===== config.mk =====
export PLATFORM = sky130hd
export DESIGN_NAME = legv8_exec_ctrl
export DESIGN_NICKNAME = d
export VERILOG_FILES = /design/src/rtl/legv8_pkg.sv /design/src/rtl/legv8_cond_eval.sv /design/src/rtl/legv8_exec_ctrl.sv
export SDC_FILE = /design/constraint.sdc
export NUM_CORES = 1
export LEC_CHECK = 0
export BUFFER_PORTS_ARGS = -buffer_cell sky130_fd_sc_hd__buf_4
export CAP_MARGIN = 5
export CORE_AREA = 2 2 170 172
export DETAILED_ROUTE_END_ITERATION = 6
export DIE_AREA = 0 0 172 174
export PLACE_DENSITY = 0.62
export SLEW_MARGIN = 5
export SYNTH_ARGS = -nofsm -noshare
export SYNTH_HDL_FRONTEND = slang
export SYNTH_SLANG_ARGS = --single-unit

===== constraint.sdc =====
create_clock -name i_clock -period 3.3 [get_ports i_clock]
set_clock_uncertainty 0.1 [all_clocks]
set_input_delay 0.33 -clock i_clock [delete_from_list [all_inputs] [get_ports i_clock]]
set_output_delay 0.33 -clock i_clock [all_outputs]
set_load 0.03 [all_outputs]

===== src/rtl/legv8_pkg.sv =====
// legv8_pkg: opcodes, ALU function selects, condition codes, FSM states and control word
package legv8_pkg;
  typedef enum logic [1:0] {ST_IDLE, ST_DECODE, ST_EXEC, ST_RESP} state_t;
  localparam logic [4:0] FS_AND = 5'b00000;
  localparam logic [4:0] FS_ORR = 5'b00100;
  localparam logic [4:0] FS_ADD = 5'b01000;
  localparam logic [4:0] FS_SUB = 5'b01001;
  localparam logic [4:0] FS_EOR = 5'b01100;
  localparam logic [4:0] FS_LSL = 5'b10000;
  localparam logic [4:0] FS_LSR = 5'b10100;
  localparam logic [10:0] OP_ADD  = 11'b10001011000;
  localparam logic [10:0] OP_ADDS = 11'b10101011000;
  localparam logic [10:0] OP_SUB  = 11'b11001011000;
  localparam logic [10:0] OP_SUBS = 11'b11101011000;
  localparam logic [10:0] OP_AND  = 11'b10001010000;
  localparam logic [10:0] OP_ANDS = 11'b11101010000;
  localparam logic [10:0] OP_ORR  = 11'b10101010000;
  localparam logic [10:0] OP_EOR  = 11'b11001010000;
  localparam logic [10:0] OP_LSL  = 11'b11010011011;
  localparam logic [10:0] OP_LSR  = 11'b11010011010;
  localparam logic [9:0] OP_ADDI  = 10'b1001000100;
  localparam logic [9:0] OP_ADDIS = 10'b1011000100;
  localparam logic [9:0] OP_SUBI  = 10'b1101000100;
  localparam logic [9:0] OP_SUBIS = 10'b1111000100;
  localparam logic [9:0] OP_ANDI  = 10'b1001001000;
  localparam logic [9:0] OP_ANDIS = 10'b1111001000;
  localparam logic [9:0] OP_ORRI  = 10'b1011001000;
  localparam logic [9:0] OP_EORI  = 10'b1101001000;
  localparam logic [7:0] OP_BCOND = 8'b01010100;
  localparam logic [3:0] CC_EQ = 4'h0;
  localparam logic [3:0] CC_NE = 4'h1;
  localparam logic [3:0] CC_HS = 4'h2;
  localparam logic [3:0] CC_LO = 4'h3;
  localparam logic [3:0] CC_MI = 4'h4;
  localparam logic [3:0] CC_PL = 4'h5;
  localparam logic [3:0] CC_VS = 4'h6;
  localparam logic [3:0] CC_VC = 4'h7;
  localparam logic [3:0] CC_HI = 4'h8;
  localparam logic [3:0] CC_LS = 4'h9;
  localparam logic [3:0] CC_GE = 4'hA;
  localparam logic [3:0] CC_LT = 4'hB;
  localparam logic [3:0] CC_GT = 4'hC;
  localparam logic [3:0] CC_LE = 4'hD;
  localparam logic [1:0] BSEL_RM    = 2'd0;
  localparam logic [1:0] BSEL_IMM   = 2'd1;
  localparam logic [1:0] BSEL_SHAMT = 2'd2;
  localparam logic [1:0] BSEL_ZERO  = 2'd3;
  typedef struct packed {
    logic [4:0] fs;
    logic       c0;
    logic [1:0] bsel;
    logic       set_flags;
    logic       is_branch;
    logic       illegal;
  } ctl_t;
  function automatic ctl_t mk(input logic [4:0] fs, input logic [1:0] bsel, input logic sf);
    return '{fs: fs, c0: fs == FS_SUB, bsel: bsel, set_flags: sf, is_branch: 1'b0, illegal: 1'b0};
  endfunction
  // opc is instr[31:21]; I-type and B.cond opcodes are its upper 10 and 8 bits
  function automatic ctl_t decode(input logic [10:0] opc);
    ctl_t c;
    c = '{fs: FS_AND, c0: 1'b0, bsel: BSEL_ZERO, set_flags: 1'b0, is_branch: 1'b0, illegal: 1'b1};
    case (opc)
      OP_ADD:  c = mk(FS_ADD, BSEL_RM, 1'b0);
      OP_ADDS: c = mk(FS_ADD, BSEL_RM, 1'b1);
      OP_SUB:  c = mk(FS_SUB, BSEL_RM, 1'b0);
      OP_SUBS: c = mk(FS_SUB, BSEL_RM, 1'b1);
      OP_AND:  c = mk(FS_AND, BSEL_RM, 1'b0);
      OP_ANDS: c = mk(FS_AND, BSEL_RM, 1'b1);
      OP_ORR:  c = mk(FS_ORR, BSEL_RM, 1'b0);
      OP_EOR:  c = mk(FS_EOR, BSEL_RM, 1'b0);
      OP_LSL:  c = mk(FS_LSL, BSEL_SHAMT, 1'b0);
      OP_LSR:  c = mk(FS_LSR, BSEL_SHAMT, 1'b0);
      default: ;
    endcase
    case (opc[10:1])
      OP_ADDI:  c = mk(FS_ADD, BSEL_IMM, 1'b0);
      OP_ADDIS: c = mk(FS_ADD, BSEL_IMM, 1'b1);
      OP_SUBI:  c = mk(FS_SUB, BSEL_IMM, 1'b0);
      OP_SUBIS: c = mk(FS_SUB, BSEL_IMM, 1'b1);
      OP_ANDI:  c = mk(FS_AND, BSEL_IMM, 1'b0);
      OP_ANDIS: c = mk(FS_AND, BSEL_IMM, 1'b1);
      OP_ORRI:  c = mk(FS_ORR, BSEL_IMM, 1'b0);
      OP_EORI:  c = mk(FS_EOR, BSEL_IMM, 1'b0);
      default: ;
    endcase
    if (opc[10:3] == OP_BCOND)
      c = '{fs: FS_AND, c0: 1'b0, bsel: BSEL_ZERO, set_flags: 1'b0, is_branch: 1'b1, illegal: 1'b0};
    return c;
  endfunction
endpackage


===== src/rtl/legv8_cond_eval.sv =====
// legv8_cond_eval: B.cond condition evaluation against {V,C,N,Z}
module legv8_cond_eval
  import legv8_pkg::*;
(
  input  logic [3:0] i_flags,
  input  logic [3:0] i_cond,
  output logic       o_taken
);
  logic w_v, w_c, w_n, w_z;
  assign {w_v, w_c, w_n, w_z} = i_flags;
  // Condition truth table; 1110/1111 fall to always-taken
  always_comb begin
    o_taken = 1'b1;
    case (i_cond)
      CC_EQ: o_taken = w_z;
      CC_NE: o_taken = !w_z;
      CC_HS: o_taken = w_c;
      CC_LO: o_taken = !w_c;
      CC_MI: o_taken = w_n;
      CC_PL: o_taken = !w_n;
      CC_VS: o_taken = w_v;
      CC_VC: o_taken = !w_v;
      CC_HI: o_taken = w_c && !w_z;
      CC_LS: o_taken = !(w_c && !w_z);
      CC_GE: o_taken = w_n == w_v;
      CC_LT: o_taken = w_n != w_v;
      CC_GT: o_taken = !w_z && (w_n == w_v);
      CC_LE: o_taken = !(!w_z && (w_n == w_v));
      default: o_taken = 1'b1;
    endcase
  end
endmodule


===== src/rtl/legv8_exec_ctrl.sv =====
// legv8_exec_ctrl: execute-stage controller driving the LEGv8 ALU and NZCV flags
module legv8_exec_ctrl
  import legv8_pkg::*;
#(
  parameter logic [3:0] RESET_FLAGS = 4'b0000
) (
  input  logic        i_clock,
  input  logic        i_reset,
  input  logic        i_instr_valid,
  output logic        o_instr_ready,
  input  logic [31:0] i_instr,
  input  logic [63:0] i_op_a,
  input  logic [63:0] i_op_b,
  output logic [63:0] o_alu_a,
  output logic [63:0] o_alu_b,
  output logic [4:0]  o_alu_fs,
  output logic        o_alu_c0,
  input  logic [63:0] i_alu_f,
  input  logic [3:0]  i_alu_status,
  output logic        o_res_valid,
  input  logic        i_res_ready,
  output logic [63:0] o_res_data,
  output logic [4:0]  o_res_rd,
  output logic        o_res_we,
  output logic        o_res_taken,
  output logic        o_res_illegal,
  output logic [3:0]  o_flags
);
  state_t      r_state, w_next;
  logic [10:0] r_opc;
  logic [11:0] r_imm;
  logic [4:0]  r_rd;
  logic [63:0] r_op_a, r_op_b;
  ctl_t        r_ctl;
  logic [3:0]  r_flags;
  logic [63:0] r_res_data;
  logic [4:0]  r_res_rd;
  logic        r_res_we, r_res_taken, r_res_illegal;
  logic        w_exec, w_no_alu, w_taken, w_unused_rn;
  logic [63:0] w_b;
  assign w_unused_rn = ^i_instr[9:5];
  legv8_cond_eval u_cond (.i_flags(r_flags), .i_cond(r_rd[3:0]), .o_taken(w_taken));
  // State register
  always_ff @(posedge i_clock) r_state <= i_reset ? ST_IDLE : w_next;
  // Next state: fixed DECODE/EXEC walk, RESP holds until consumer accepts
  always_comb begin
    w_next = r_state;
    case (r_state)
      ST_IDLE:   w_next = i_instr_valid ? ST_DECODE : ST_IDLE;
      ST_DECODE: w_next = ST_EXEC;
      ST_EXEC:   w_next = ST_RESP;
      default:   w_next = i_res_ready ? ST_IDLE : ST_RESP;
    endcase
  end
  assign w_exec   = r_state == ST_EXEC;
  assign w_no_alu = r_ctl.is_branch || r_ctl.illegal;
  assign w_b = r_ctl.bsel == BSEL_RM    ? r_op_b :
               r_ctl.bsel == BSEL_IMM   ? {52'b0, r_imm} :
               r_ctl.bsel == BSEL_SHAMT ? {58'b0, r_imm[5:0]} : '0;
  assign o_instr_ready = r_state == ST_IDLE;
  assign o_alu_a  = w_exec && !w_no_alu ? r_op_a : '0;
  assign o_alu_b  = w_exec ? w_b : '0;
  assign o_alu_fs = w_exec ? r_ctl.fs : '0;
  assign o_alu_c0 = w_exec && r_ctl.c0;
  assign o_res_valid   = r_state == ST_RESP;
  assign o_res_data    = r_res_data;
  assign o_res_rd      = r_res_rd;
  assign o_res_we      = r_res_we;
  assign o_res_taken   = r_res_taken;
  assign o_res_illegal = r_res_illegal;
  assign o_flags       = r_flags;
  // Operand latch, control-word register, ALU capture and flag update
  always_ff @(posedge i_clock) begin
    if (i_reset) begin
      r_opc         <= '0;
      r_imm         <= '0;
      r_rd          <= '0;
      r_op_a        <= '0;
      r_op_b        <= '0;
      r_ctl         <= '0;
      r_flags       <= RESET_FLAGS;
      r_res_data    <= '0;
      r_res_rd      <= '0;
      r_res_we      <= 1'b0;
      r_res_taken   <= 1'b0;
      r_res_illegal <= 1'b0;
    end else begin
      if (r_state == ST_IDLE && i_instr_valid) begin
        r_opc  <= i_instr[31:21];
        r_imm  <= i_instr[21:10];
        r_rd   <= i_instr[4:0];
        r_op_a <= i_op_a;
        r_op_b <= i_op_b;
      end
      if (r_state == ST_DECODE) r_ctl <= decode(r_opc);
      if (w_exec) begin
        r_res_data    <= w_no_alu ? '0 : i_alu_f;
        r_res_rd      <= r_rd;
        r_res_we      <= !w_no_alu && r_rd != 5'd31;
        r_res_taken   <= r_ctl.is_branch && w_taken;
        r_res_illegal <= r_ctl.illegal;
        if (r_ctl.set_flags) r_flags <= i_alu_status;
      end
    end
  end
endmodule


* Word-level counts from Yosys, hierarchy flattened
Index checks and enable logic that the tools add are counted.
** Operators by class
- Equality and inequality tests :: 40
- Mux-type cells :: 14
- Reduce and logical (&&, ||, !) cells :: 19
** Operator list (count)
- 2-to-1 mux 64 bit :: 4
- == test 11 bit (second input constant) :: 10
- case mux 11 bit (10 select lines) :: 1
- case mux 11 bit (8 select lines) :: 1
- == test 10 bit (second input constant) :: 8
- == test 4 bit (second input constant) :: 6
- == test 4 x 3 -> 1 bit (second input constant) :: 4
- case mux 1 bit (14 select lines) :: 1
- 2-to-1 mux 12 bit :: 1
- 2-to-1 mux 11 bit :: 1
- == test 4 x 2 -> 1 bit (second input constant) :: 2
- == test 8 x 7 -> 1 bit (second input constant) :: 1
- logical AND 1 bit :: 7
- zero test 1 bit :: 7
- == test 2 bit (second input constant) :: 3
- 2-to-1 mux 6 bit :: 1
- case mux 2 bit (3 select lines) :: 1
- 2-to-1 mux 5 bit :: 1
- != test 5 bit (second input constant) :: 1
- == test 2 x 1 -> 1 bit (second input constant) :: 2
- == test 4 x 1 -> 1 bit (second input constant) :: 1
- zero test 2 bit :: 2
- zero test 4 bit :: 1
- 2-to-1 mux 2 bit :: 1
- 5 further kinds :: 5
** Word-level totals
- Bits in registers :: 245
- Bits of input ports :: 232
- Output and inout port bits :: 212
- Word-level logic and storage cells :: 91

* Longest topological paths before layout
Gate-level depths: netlist (run 1).
- Word-level depth :: 5
- Depth in mapped cells :: 8
- Depth with buffers taken out :: 6

* By module
From an unflattened synthesis (run 1), not the netlist that was laid out.
** Second synthesis, totals
- Cell total of the unflattened synthesis :: 1285
- Area, all modules :: 9998.3 µm²
** Modules (own cells, without submodules)
- legv8_exec_ctrl :: times used 1, cells each 1261, area an instance 9820.7 µm², sequential area each 4844.6 µm²
- legv8_cond_eval :: times used 1, cells each 24, area an instance 177.7 µm², sequential area each 0.0 µm²

* Worst setup path before layout (run 1)
Ideal clock, no wire load.
- Path kind :: reg2out
- Start :: register r_state[0]
- End :: output o_alu_a[0]
- Arrival time :: 1.733 ns
- Data required time :: 2.870 ns
- Path slack :: 1.137 ns
- Stages on the path, launching flop included :: 8
- Path buffers :: 3
- Path through :: dfxtp_1 > inv_1 > ha_1 > buf_2 > nor3b_1 > buf_2 > clkbuf_1 > and2_1
** On the way
- Cells in the longest elaborated chain, start to end :: 3
** Ends and longest elaborated chain
- start: declaration :: line legv8_exec_ctrl.sv:29 : state_t r_state, w_next;
- start signal: assignment :: line legv8_exec_ctrl.sv:44 : always_ff @(posedge i_clock) r_state <= i_reset ? ST_IDLE : w_next;
- == test 2 bit :: line legv8_exec_ctrl.sv:55 : assign w_exec = r_state == ST_EXEC;
- logical AND 1 bit :: line legv8_exec_ctrl.sv:61 : assign o_alu_a = w_exec && !w_no_alu ? r_op_a : '0;
- 2-to-1 mux 64 bit :: line legv8_exec_ctrl.sv:61
- end: declaration :: line legv8_exec_ctrl.sv:14 : output logic [63:0] o_alu_a,
No other way between the ends.

* Worst setup path after layout (run 1)
- Start :: register r_ctl[3] (netlist name)
- End :: output o_alu_b[36]
** On the way
- Cells in the longest elaborated chain, start to end :: 3
** Ends and longest elaborated chain
- start: declaration :: line legv8_exec_ctrl.sv:34 : ctl_t r_ctl;
- start signal: assignment :: line legv8_exec_ctrl.sv:95 : if (r_state == ST_DECODE) r_ctl <= decode(r_opc);
- zero test 2 bit :: line legv8_exec_ctrl.sv:57 : assign w_b = r_ctl.bsel == BSEL_RM ? r_op_b :
- 2-to-1 mux 64 bit :: line legv8_exec_ctrl.sv:57
- 2-to-1 mux 64 bit :: line legv8_exec_ctrl.sv:62 : assign o_alu_b = w_exec ? w_b : '0;
- end: declaration :: line legv8_exec_ctrl.sv:15 : output logic [63:0] o_alu_b,
No other way between the ends.

==> summary.md, run 1 <==
| Metric | Value |
|---|---|
| Post CTS Setup Buffer Count | `0` |
| Distinct cells, synth | `47` |
| Cell family with the largest share of critical-path delay | `flip-flops` |
| WP depth | `5` |
| CTS Buffer Depth | `3` |
| Post-CTS sizing | `0` |
| Iter 0 DRT Violations | `roughly 600` |
| Lkg Pwr | `7.38 nW` |
| Worst path arrival time | `roughly 2.5 ns` |
| Post-route ant nets | `0` |
| Die area | `29900 µm²` |
| CTS tree | `done` |
| Crit Path Class | `reg -> out` |
| Initial Utilization | `between 30% and 40%` |
| Routed WL | `~36000 µm` |
| Vias per cell | `between 4 and 5` |
| Cell Area, Synth | `between 9000 and 10000 µm²` |
| Pwr Total | `about 11 mW` |
| Root Buffer | `clkbuf_16` |
| IO Count | `~440` |
| Dpl cells | `about 2000` |
| Fin Setup TNS | `0 ns` |
| Crit-path cells | `buf_4 -> nor2_2 -> buf_4 -> and2_1 -> buf_4` |
| Hold-fix buffers at CTS | `roughly 220` |
| Worst EP required | `2.87 ns` |
| Worst-path clk slew | `about 0.060 ns` |
| CP max-delay cell | `dfxtp_1` |
| Syn Nets | `~1500` |
| Vias in the first global route | `between 10000 and 15000` |
| Hold Path Cell Cnt | `3` |
| Hold Fails Final Rpt | `0` |
| Minimum clock period | `2.92 ns` |
| Peak Freq | `343 MHz` |
| Drt first pass iters | `5` |
| Ranking of synthesized cells by area | `dfxtp_1 (49%), nand2_1 (13%), a21oi_1 (12%), and2_1 (8.0%), nor2b_1 (4.1%)` |
| Fill cell count | `about 2400` |
| Worst slew margin | `45.9%` |
| Yosys top cell by area | `dfxtp_1` |
| Syn Area/Cell | `7.78 µm²` |
| Cell count after synthesis | `roughly 1300` |
| GRT overflow | `0` |
| Final std cells w/o fill | `about 2300` |
| Ys flop type | `dfxtp_1` |
| Crit-path max cell delay | `0.84 ns` |
| Unrepaired setup endpoints after global routing | `no` |
| Layout area overhead | `67.9%` |
| CP max FO | `51` |
| Dpl hpwl | `~22000 µm` |
| Port Buffers | `roughly 440` |
| First-pass GRT wire length | `55400 µm` |
| Antenna violations before repair | `3` |
| Placement row count | `62` |
| Worst slew pin tran | `between 0.8 and 0.9 ns` |
| Hold WC Path Type | `in -> reg` |
| VDD IR max | `~370 µV` |
| Pwr/cell area | `641 nW/µm²` |
| Register area share after synthesis | `between 40% and 50%` |
| Worst skew pair latency | `0.54 ns` |
| Die H | `roughly 170 µm` |
| Largest net degree at the start of global routing | `between 100 and 150` |
| Core area | `roughly 28000 µm²` |
| Die W | `between 150 and 200 µm` |
| Slew Limit Fails | `0` |
| DR WL/cell | `~16 µm` |
| Crit path buf inv count | `3` |
| Synth async-reset ratio | `0%` |
| Final #Nets | `roughly 2100` |
| Cell mode on critical path | `buf_4` |
| Flops & latches, synth | `242` |
| Share of cells above drive strength 1 | `a little over a quarter` |
| Yosys warnings | `0` |
| GP Congestion | `~0.80` |
| Startpoint types | `register` |
| Final setup fails | `0` |
| H-tree depth | `1` |
| Vias | `approximately 11000` |
| Reg2Reg Depth | `6` |
| Share of the synthesized area in the top cell type | `between 40% and 50%` |
| Total CTS buffers | `28` |
| Number of flops mapped to enable cells by yosys | `0` |
| Fin crit share | `between 80% and 90%` |
| Total track usage | `22.8%` |
| Num Clock Sinks | `approximately 240` |
| Max-Cap Viols | `0` |
| Status | `complete, no violations` |
| Drc violations | `0` |
| Worst setup EP type | `primary output` |
layer usage:
layer | vias up | track usage [%] | share of wire (%)
li1 | 5319 | - | -
met1 | 5051 | 26.0 | 40
met2 | 421 | 40.2 | 48
met3 | 83 | 6.56 | 8.9
met4 | 2 | 8.72 | 3.6
met5 | - | 0 | 0.033
registers in the layout, summed over array words and instances (netlist names), 2 cells and up:
register    flops
o_flags         4
o_res_data     64
r_rd            5
r_imm          11
o_res_rd        5
r_op_b         64
r_op_a         64
r_state         2
r_ctl           9
r_opc          11
metrics by stage:
step	worst slack, ns	hold WS (ns)	utilization, %	cell area (µm²)
after floorplan	1.14	0.332	-	9900
final	0.383	0.0423	58.9	16600
after CTS	0.403	0.00159	58.9	16600
after global routing	0.218	0.00637	58.9	16600
after global placement	1.01	0.336	47.7	13500
after detailed placement	0.950	0.342	47.7	13500
cell families after synthesis:
group	Yosys count	synth area share (%)
AOI/OAI and AO/OA	257	13.7
and+or+nand+nor	640	30.1
xor gates and xnor gates	5	0.442
other	1	0.0379
adders and majority gates	4	0.505
DFF	242	48.9
muxes	20	2.02
buffers and inverters	104	4.32
synth_stat cells (2+ instances only):
library cell  count
inv_1             5
nor4_1            2
buf_4             2
mux2i_1          20
o21a_1            2
nor3b_1           5
nor3_1            3
nor4b_1           3
clkbuf_1         76
and3b_1           2
ha_1              4
a21oi_1         230
buf_1             9
o22ai_1           6
nor2_1           85
dfxtp_1         242
xor2_1            2
xnor2_1           3
and2_1          127
nand2b_1          5
nand3_1           6
nand2_1         331
nor2b_1          65
o21ai_0           6
buf_2            10
worst reg2reg max path, cell delays in order (launching register included):
cell,delay [ns]
dfxtp_1,0.36
inv_1,0.10
ha_1,0.27
nand2_4,0.32
buf_4,0.49
nand2_1,0.14
a21oi_1,0.16
final timing paths:
| kind | from | slack, ns | to |
|---|---|---|---|
| setup / recovery | r_ctl[3]$_SDFFE_PP0N_ | 0.38 | o_alu_b[36] |
| hold / removal | i_op_a[48] | 0.04 | r_op_a[48]$_SDFFE_PP0P_ |
| setup reg to reg | r_state[0]$_SDFF_PP0_ | 1.29 | r_op_b[14]$_SDFFE_PP0P_ |
| hold reg to reg | r_op_b[47]$_SDFFE_PP0P_ | 0.35 | r_op_b[47]$_SDFFE_PP0P_ |
placed cells by master, fill, tap and decap left out, drive strengths merged, types with 5 or more instances in the layout:
cell           n
clkinv         9
nor2          85
o22ai          7
a21oi        230
and2         127
nand2        331
nor2b         65
dlygate4sd3  223
clkbuf        40
buf          451
nand2b         5
nand3          6
mux2i         20
dfxtp        242
o21ai          6
nor3b          5
inv            6
final cells by class:
class | count | area [µm²] | area share [%]
tap | 384 | 480 | 2.89
timing repair buffer | 674 | 5680 | 34.2
clock inverter | 12 | 103 | 0.617
antenna | 1 | 2.50 | 0.0150
sequential | 242 | 4840 | 29.1
inverter | 5 | 18.8 | 0.113
clock buffer | 40 | 837 | 5.03
multi-input combinational | 927 | 4660 | 28.0
power breakdown:
group / switching (mW) / internal, mW
registers: 0.333 / 3.45
logic: 2.34 / 1.42
clock network: 1.26 / 1.85
total: 3.94 / 6.72
(Power assumes the default switching activity.)
==> run 2, diff against run 1 <==
CELL_PAD_IN_SITES_DETAIL_PLACEMENT = 1   (was not set)
CELL_PAD_IN_SITES_GLOBAL_PLACEMENT = 1   (was not set)
CORE_AREA = not set   (was 2 2 170 172)
CORE_ASPECT_RATIO = 0.75   (was not set)
CORE_MARGIN = 1.5   (was not set)
CORE_UTILIZATION = 36   (was not set)
DIE_AREA = not set   (was 0 0 172 174)
PLACE_DENSITY = 0.85   (was 0.62)
SYNTH_HIERARCHICAL = 1   (was not set)
==> summary.md, run 2 <==
| Metric | Value |
|---|---|
| Most frequent cells in the layout | `buf_4 (441), nand2_1 (330), dfxtp_1 (242)` |
| Startpoint types | `register` |
| Total CTS buffers | `27 (-3.6%)` |
| Synth async-reset ratio | `0% (unchanged)` |
| Uppermost layer routed | `met5` |
| Setup WS pre-CTS | `0.994 ns (+0.0440 ns)` |
| Yosys warnings | `6 (+6)` |
| First-pass GRT wire length | `75300 µm (+36%)` |
| Ys flop type | `dfxtp_1` |
| Unrepaired setup endpoints after global routing | `no` |
| Placed cell areas | `13500 µm² (+0.47%)` |
| Flops & latches, synth | `242 (unchanged)` |
| Hold Fails Final Rpt | `0 (unchanged)` |
| Final core occ | `61.2% (+2.3 points)` |
| Most common cell after layout, fill and taps aside | `buf_4` |
| Largest net degree at the start of global routing | `114 (+7.5%)` |
| IO Count | `444 (unchanged)` |
| Fin Setup TNS | `0 ns (unchanged)` |
| Post-route ant nets | `0 (unchanged)` |
| Vias | `11900 (+9.2%)` |
| Cell count after synthesis | `1285 (+0.94%)` |
| Worst path arrival time | `2.57 ns (+0.08 ns)` |
| Final setup fails | `0 (unchanged)` |
| Syn Nets | `1521 (+0.80%)` |
| Worst setup EP type | `primary output` |
| Reg2Reg Setup Slack | `1.04 ns (-0.25 ns)` |
| Drt first pass iters | `4 (-1)` |
| Status | `complete, no violations` |
| Cell Area, Synth | `10000 µm² (+0.95%)` |
| Worst skew pair latency | `0.51 ns (-0.03 ns)` |
| Drc violations | `0 (unchanged)` |
| GP Congestion | `0.820 (+2.6%)` |
| Routed WL | `50100 µm (+39%)` |
| Peak Freq | `333 MHz (-2.9%)` |
| Minimum clock period | `3.00 ns (+0.0866 ns)` |
| Slew Limit Fails | `0 (unchanged)` |
| Worst slew margin | `38.7% (-7.2 points)` |
| Post-CTS sizing | `0 (unchanged)` |
| Num Clock Sinks | `242 (unchanged)` |
| Vias in the first global route | `13200 (+24%)` |
| Vias per cell | `5.26 (+11%)` |
| H-tree depth | `1 (unchanged)` |
| Root Buffer | `clkbuf_16` |
| Layout area overhead | `66.2%` |
| Placement row count | `52 (-16%)` |
| Initial Utilization | `36.9% (+1.8 points)` |
| Max-Cap Viols | `0 (unchanged)` |
| VDD IR max | `463 µV (+25%)` |
| Fin crit share | `91.0% (+2.6 points)` |
| Hold WC Path Type | `in -> reg` |
| Iter 0 DRT Violations | `553 (-8.0%)` |
| Ranking of synthesized cells by area | `dfxtp_1 (48%), nand2_1 (12%), a21oi_1 (12%), and2_1 (7.9%), nor2b_1 (4.3%)` |
| Die W | `195 µm (+14%)` |
| Core area | `27100 µm² (-3.9%)` |
| Die H | `147 µm (-15%)` |
| Distinct cells, synth | `57 (+21%)` |
| Final worst slack | `0.297 ns (-0.0866 ns)` |
| DR WL/cell | `22.2 µm (+40%)` |
| Yosys top cell by area | `dfxtp_1` |
| Worst slew pin tran | `0.919 ns (+0.109 ns)` |
| Design area | `16600 µm² (about the same)` |
| Fill cell count | `3150 (+30%)` |
| Total track usage | `33.4% (+11 points)` |
| CTS Buffer Depth | `3 (unchanged)` |
| Met2 WL | `25900 µm (+50%)` |
| Worst-path clk slew | `0.06 ns (about the same)` |
| Register area share after synthesis | `48.5% (-0.46 points)` |
| Number of flops mapped to enable cells by yosys | `0 (unchanged)` |
| Syn Area/Cell | `7.78 µm² (about the same)` |
| Worst EP required | `2.87 ns (about the same)` |
| Share of cells above drive strength 1 | `26.3% (-0.41 points)` |
| Lkg Pwr | `7.33 nW (-0.69%)` |
| Met3 wire len | `3290 µm (+2.5%)` |
| CP max FO | `52 (+2.0%)` |
| GRT overflow | `0 (unchanged)` |
| Most instantiated cells after synthesis | `nand2_1 (331), dfxtp_1 (242), a21oi_1 (230), and2_1 (127), nor2_1 (87)` |
| Port Buffers | `437 (unchanged)` |
| Antenna violations before repair | `6 (+3)` |
| CTS tree | `done` |
| Met1 WL | `18200 µm (+27%)` |
| Pwr Total | `11.0 mW (+3.3%)` |
| Final #Nets | `2122 (+0.38%)` |
| Pwr/cell area | `662 nW/µm² (+3.4%)` |
| Share of the synthesized area in the top cell type | `48.5% (-0.46 points)` |
| Die area | `28800 µm² (-3.8%)` |
| Dpl hpwl | `24600 µm (+10%)` |
| Crit Path Class | `reg -> out` |
| Count leader, synth | `nand2_1` |
run 2: cell types whose count changed in the layout (fill, tap and decap cells not counted), sizes merged, moves of 3 or more:
cell    delta
nor2b      +3
xnor2      -3
diode      +4
clkinv     -7
buf        -3
a22oi      +3
run 2: final timing paths:
check                     startpoint                     endpoint  cells after the start
min reg2reg  r_op_a[62]$_SDFFE_PP0P_      r_op_a[62]$_SDFFE_PP0P_                      2
min                       i_op_a[61]      r_op_a[61]$_SDFFE_PP0P_                      3
max reg2reg    r_state[0]$_SDFF_PP0_  o_res_data[63]$_SDFFE_PP0P_                      6
max            r_state[0]$_SDFF_PP0_                  o_alu_b[50]                      7
run 2: final cells by class:
cell class              count  area (µm²)  share of cell area, %
clock inverters             6        86.3                  0.520
clock buffers              40         785                   4.72
diodes                      5        12.5                 0.0753
multi-input cells         939        4770                   28.7
inverters                   7        26.3                  0.158
flip-flops and latches    242        4840                   29.2
well taps                 351         439                   2.64
repair buffers            669        5650                   34.0
run 2: what timing repair did:
action,in CTS,in global routing
hold buffers,221,0
endpoints found under the hold margin,222,0
setup buffers,0,0
run 2: logic make-up (layout without fill, tap and decap cells):
| family | count (synthesis) | after routing | share of synthesized area (%) |
|---|---|---|---|
| mux | 18 | 18 | 1.80 |
| xor+xnor | 4 | 4 | 0.350 |
| other cells | 1 | 6 | 0.0375 |
| compound gates | 265 | 265 | 14.4 |
| flops | 242 | 242 | 48.5 |
| simple gates | 647 | 647 | 30.3 |
| fa+ha+maj | 4 | 4 | 0.501 |
| buf+inv | 104 | 722 | 4.14 |
run 2: power breakdown:
group	total, mW	switching [mW]	internal, mW
Sequential	3.88	0.424	3.46
Clock	3.08	1.29	1.79
Combinational	4.04	2.61	1.43
Total	11.0	4.32	6.68
run 2: per-layer routing:
metal | vias up | GRT usage, %
li1 | 5360 | -
met2 | 526 | 62.8
met5 | - | 0
met3 | 174 | 7.97
met4 | 2 | 16.7
met1 | 5820 | 34.7
run 2: stage by stage:
stage	cells	hold slack, ns
CTS	2254	0.00270
detailed placement	1987	0.344
finish	2259	0.0199
global route	2259	0.000809
global placement	1987	0.337
floorplan	1285	0.332
run 2: critical path, stage by stage (launching register included):
cell,delay [ns]
dfxtp_1,0.33
inv_1,0.12
ha_4,0.24
nand2b_1,0.26
nor2_2,0.19
buf_4,0.45
and2_1,0.24
buf_4,0.19
==> run 3, diff against run 2 <==
REMOVE_ABC_BUFFERS = 1   (was not set)
==> summary.md, run 3 (synthesis results as in run 2) <==
| Metric | Value |
|---|---|
| Status | `complete, no violations` |
| Vias | `12000 (+0.87%)` |
| Num Clock Sinks | `242 (unchanged)` |
| Iter 0 DRT Violations | `495 (-10%)` |
| Total CTS buffers | `27 (unchanged)` |
| Post-route ant nets | `0 (unchanged)` |
| Cell mode on critical path | `buf_4` |
| Fin Setup TNS | `0 ns (unchanged)` |
| Worst skew pair latency | `0.53 ns (+0.02 ns)` |
| Final setup fails | `0 (unchanged)` |
| Worst slew pin tran | `0.957 ns (+0.0373 ns)` |
| Worst path arrival time | `2.52 ns (-0.05 ns)` |
| Slew Limit Fails | `0 (unchanged)` |
| Core area | `27100 µm² (unchanged)` |
| Crit-path cells | `inv_1 -> ha_2 -> nand2b_1 -> nor2_2 -> buf_4 -> and2_1 -> buf_4` |
| CTS Buffer Depth | `3 (unchanged)` |
| Fill cell count | `3221 (+2.3%)` |
| Most common cell after layout, fill and taps aside | `buf_4` |
| Port Buffers | `437 (unchanged)` |
| Vias per cell | `5.28 (+0.38%)` |
| Peak Freq | `339 MHz (+1.7%)` |
| DR WL/cell | `22.8 µm (+2.6%)` |
| Hold slack | `0.0505 ns (+0.0306 ns)` |
| Final std cells w/o fill | `2270 (+0.49%)` |
| Drt first pass iters | `5 (+1)` |
| CTS tree | `done` |
| Post-CTS sizing | `0 (unchanged)` |
| Die H | `147 µm (unchanged)` |
| Die area | `28800 µm² (unchanged)` |
| Worst-path clk slew | `0.07 ns (about the same)` |
| Drc violations | `0 (unchanged)` |
| IO Count | `444 (unchanged)` |
| Worst slew margin | `36.2% (-2.5 points)` |
| Startpoint types | `register` |
| Share of cells above drive strength 1 | `26.6% (+0.35 points)` |
| GP Congestion | `0.821 (about the same)` |
| CP max-delay cell | `buf_4` |
| Worst setup EP type | `primary output` |
| Final #Nets | `2129 (+0.33%)` |
| Initial Utilization | `36.9% (unchanged)` |
| Die W | `195 µm (unchanged)` |
| VDD IR max | `383 µV (-17%)` |
| Routed WL | `51600 µm (+3.1%)` |
| Minimum clock period | `2.95 ns (-0.0511 ns)` |
| First-pass GRT wire length | `77400 µm (+2.7%)` |
| Unrepaired setup endpoints after global routing | `no` |
| Fin crit share | `89.5% (-1.5 points)` |
| H-tree depth | `1 (unchanged)` |
| Dpl cells | `1994 (+0.35%)` |
| Pwr/cell area | `661 nW/µm² (-0.24%)` |
| Root Buffer | `clkbuf_16` |
| Vias in the first global route | `13300 (+0.32%)` |
| Max-Cap Viols | `0 (unchanged)` |
| Layout area overhead | `66.5%` |
| Crit Path Class | `reg -> out` |
| Most frequent cells in the layout | `buf_4 (448), nand2_1 (330), dfxtp_1 (242)` |
| Hold Fails Final Rpt | `0 (unchanged)` |
| Lkg Pwr | `7.36 nW (+0.39%)` |
| Crit-path max cell delay | `0.42 ns (-0.03 ns)` |
| Hold WC Path Type | `in -> reg` |
| Antenna violations before repair | `7 (+1)` |
| Total track usage | `34.5% (+1.1 points)` |
| GRT overflow | `0 (unchanged)` |
| Worst EP required | `2.87 ns (about the same)` |
| CP max FO | `52 (unchanged)` |
| Largest net degree at the start of global routing | `103 (-9.6%)` |
| Dpl hpwl | `26100 µm (+6.2%)` |
| Final core occ | `61.4% (+0.11 points)` |
| Placement row count | `52 (unchanged)` |
==> run 3: power breakdown <==
| group | switching, mW | total, mW | internal (mW) |
|---|---|---|---|
| Clock | 1.30 | 3.02 | 1.72 |
| Sequential | 0.434 | 3.89 | 3.46 |
| Combinational | 2.62 | 4.09 | 1.47 |
| Total | 4.36 | 11.0 | 6.64 |
==> run 3: critical path: cells and delay by family (launching register included) <==
kind / cells / cell delay [ns]
AND/OR/NAND/NOR: 3 / 0.67
buffers and inverters: 3 / 0.70
adder cells (fa/ha/maj): 1 / 0.26
flip-flops: 1 / 0.33
==> run 3: layout make-up <==
class,count,area [µm²],area share (%)
Antenna cell,7,17.5,0.105
Clock inverter,8,67.6,0.406
Sequential cell,242,4840,29.1
Multi-Input combinational cell,939,4760,28.6
Clock buffer,40,785,4.71
Tap cell,351,439,2.64
Timing Repair Buffer,676,5710,34.3
Inverter,7,26.3,0.158
==> run 3: per-stage QoR <==
stage	power, mW	worst slack (ns)	cell area [µm²]
floorplan	5.98	-5.41	9610
global placement	7.32	1.05	13600
detailed placement	7.46	0.994	13600
CTS	10.7	0.413	16600
global route	11.4	0.213	16600
finish	11.0	0.348	16600
==> run 3: worst paths after layout <==
path              cells past startpoint  slack, ns                           to                     from
hold / removal                        3       0.05      r_op_b[20]$_SDFFE_PP0P_               i_op_b[20]
hold reg to reg                       2       0.36      r_op_a[30]$_SDFFE_PP0P_  r_op_a[30]$_SDFFE_PP0P_
setup reg to reg                      7       0.84  o_res_data[55]$_SDFFE_PP0P_    r_state[0]$_SDFF_PP0_
setup / recovery                      7       0.35                  o_alu_b[30]    r_state[0]$_SDFF_PP0_
==> run 3: metal layers <==
metal	share of wire [%]	GRT usage [%]	up-vias
met4	6.5	21.0	0
met3	6.9	8.40	207
li1	-	-	5377
met1	36	36.3	5844
met2	50	62.4	557
met5	0	0	-
==> run 3: timing repair <==
item / CTS / global route
hold endpoints to repair: 221 / 0
hold buffers: 221 / 0
buffers inserted: 0 / 0
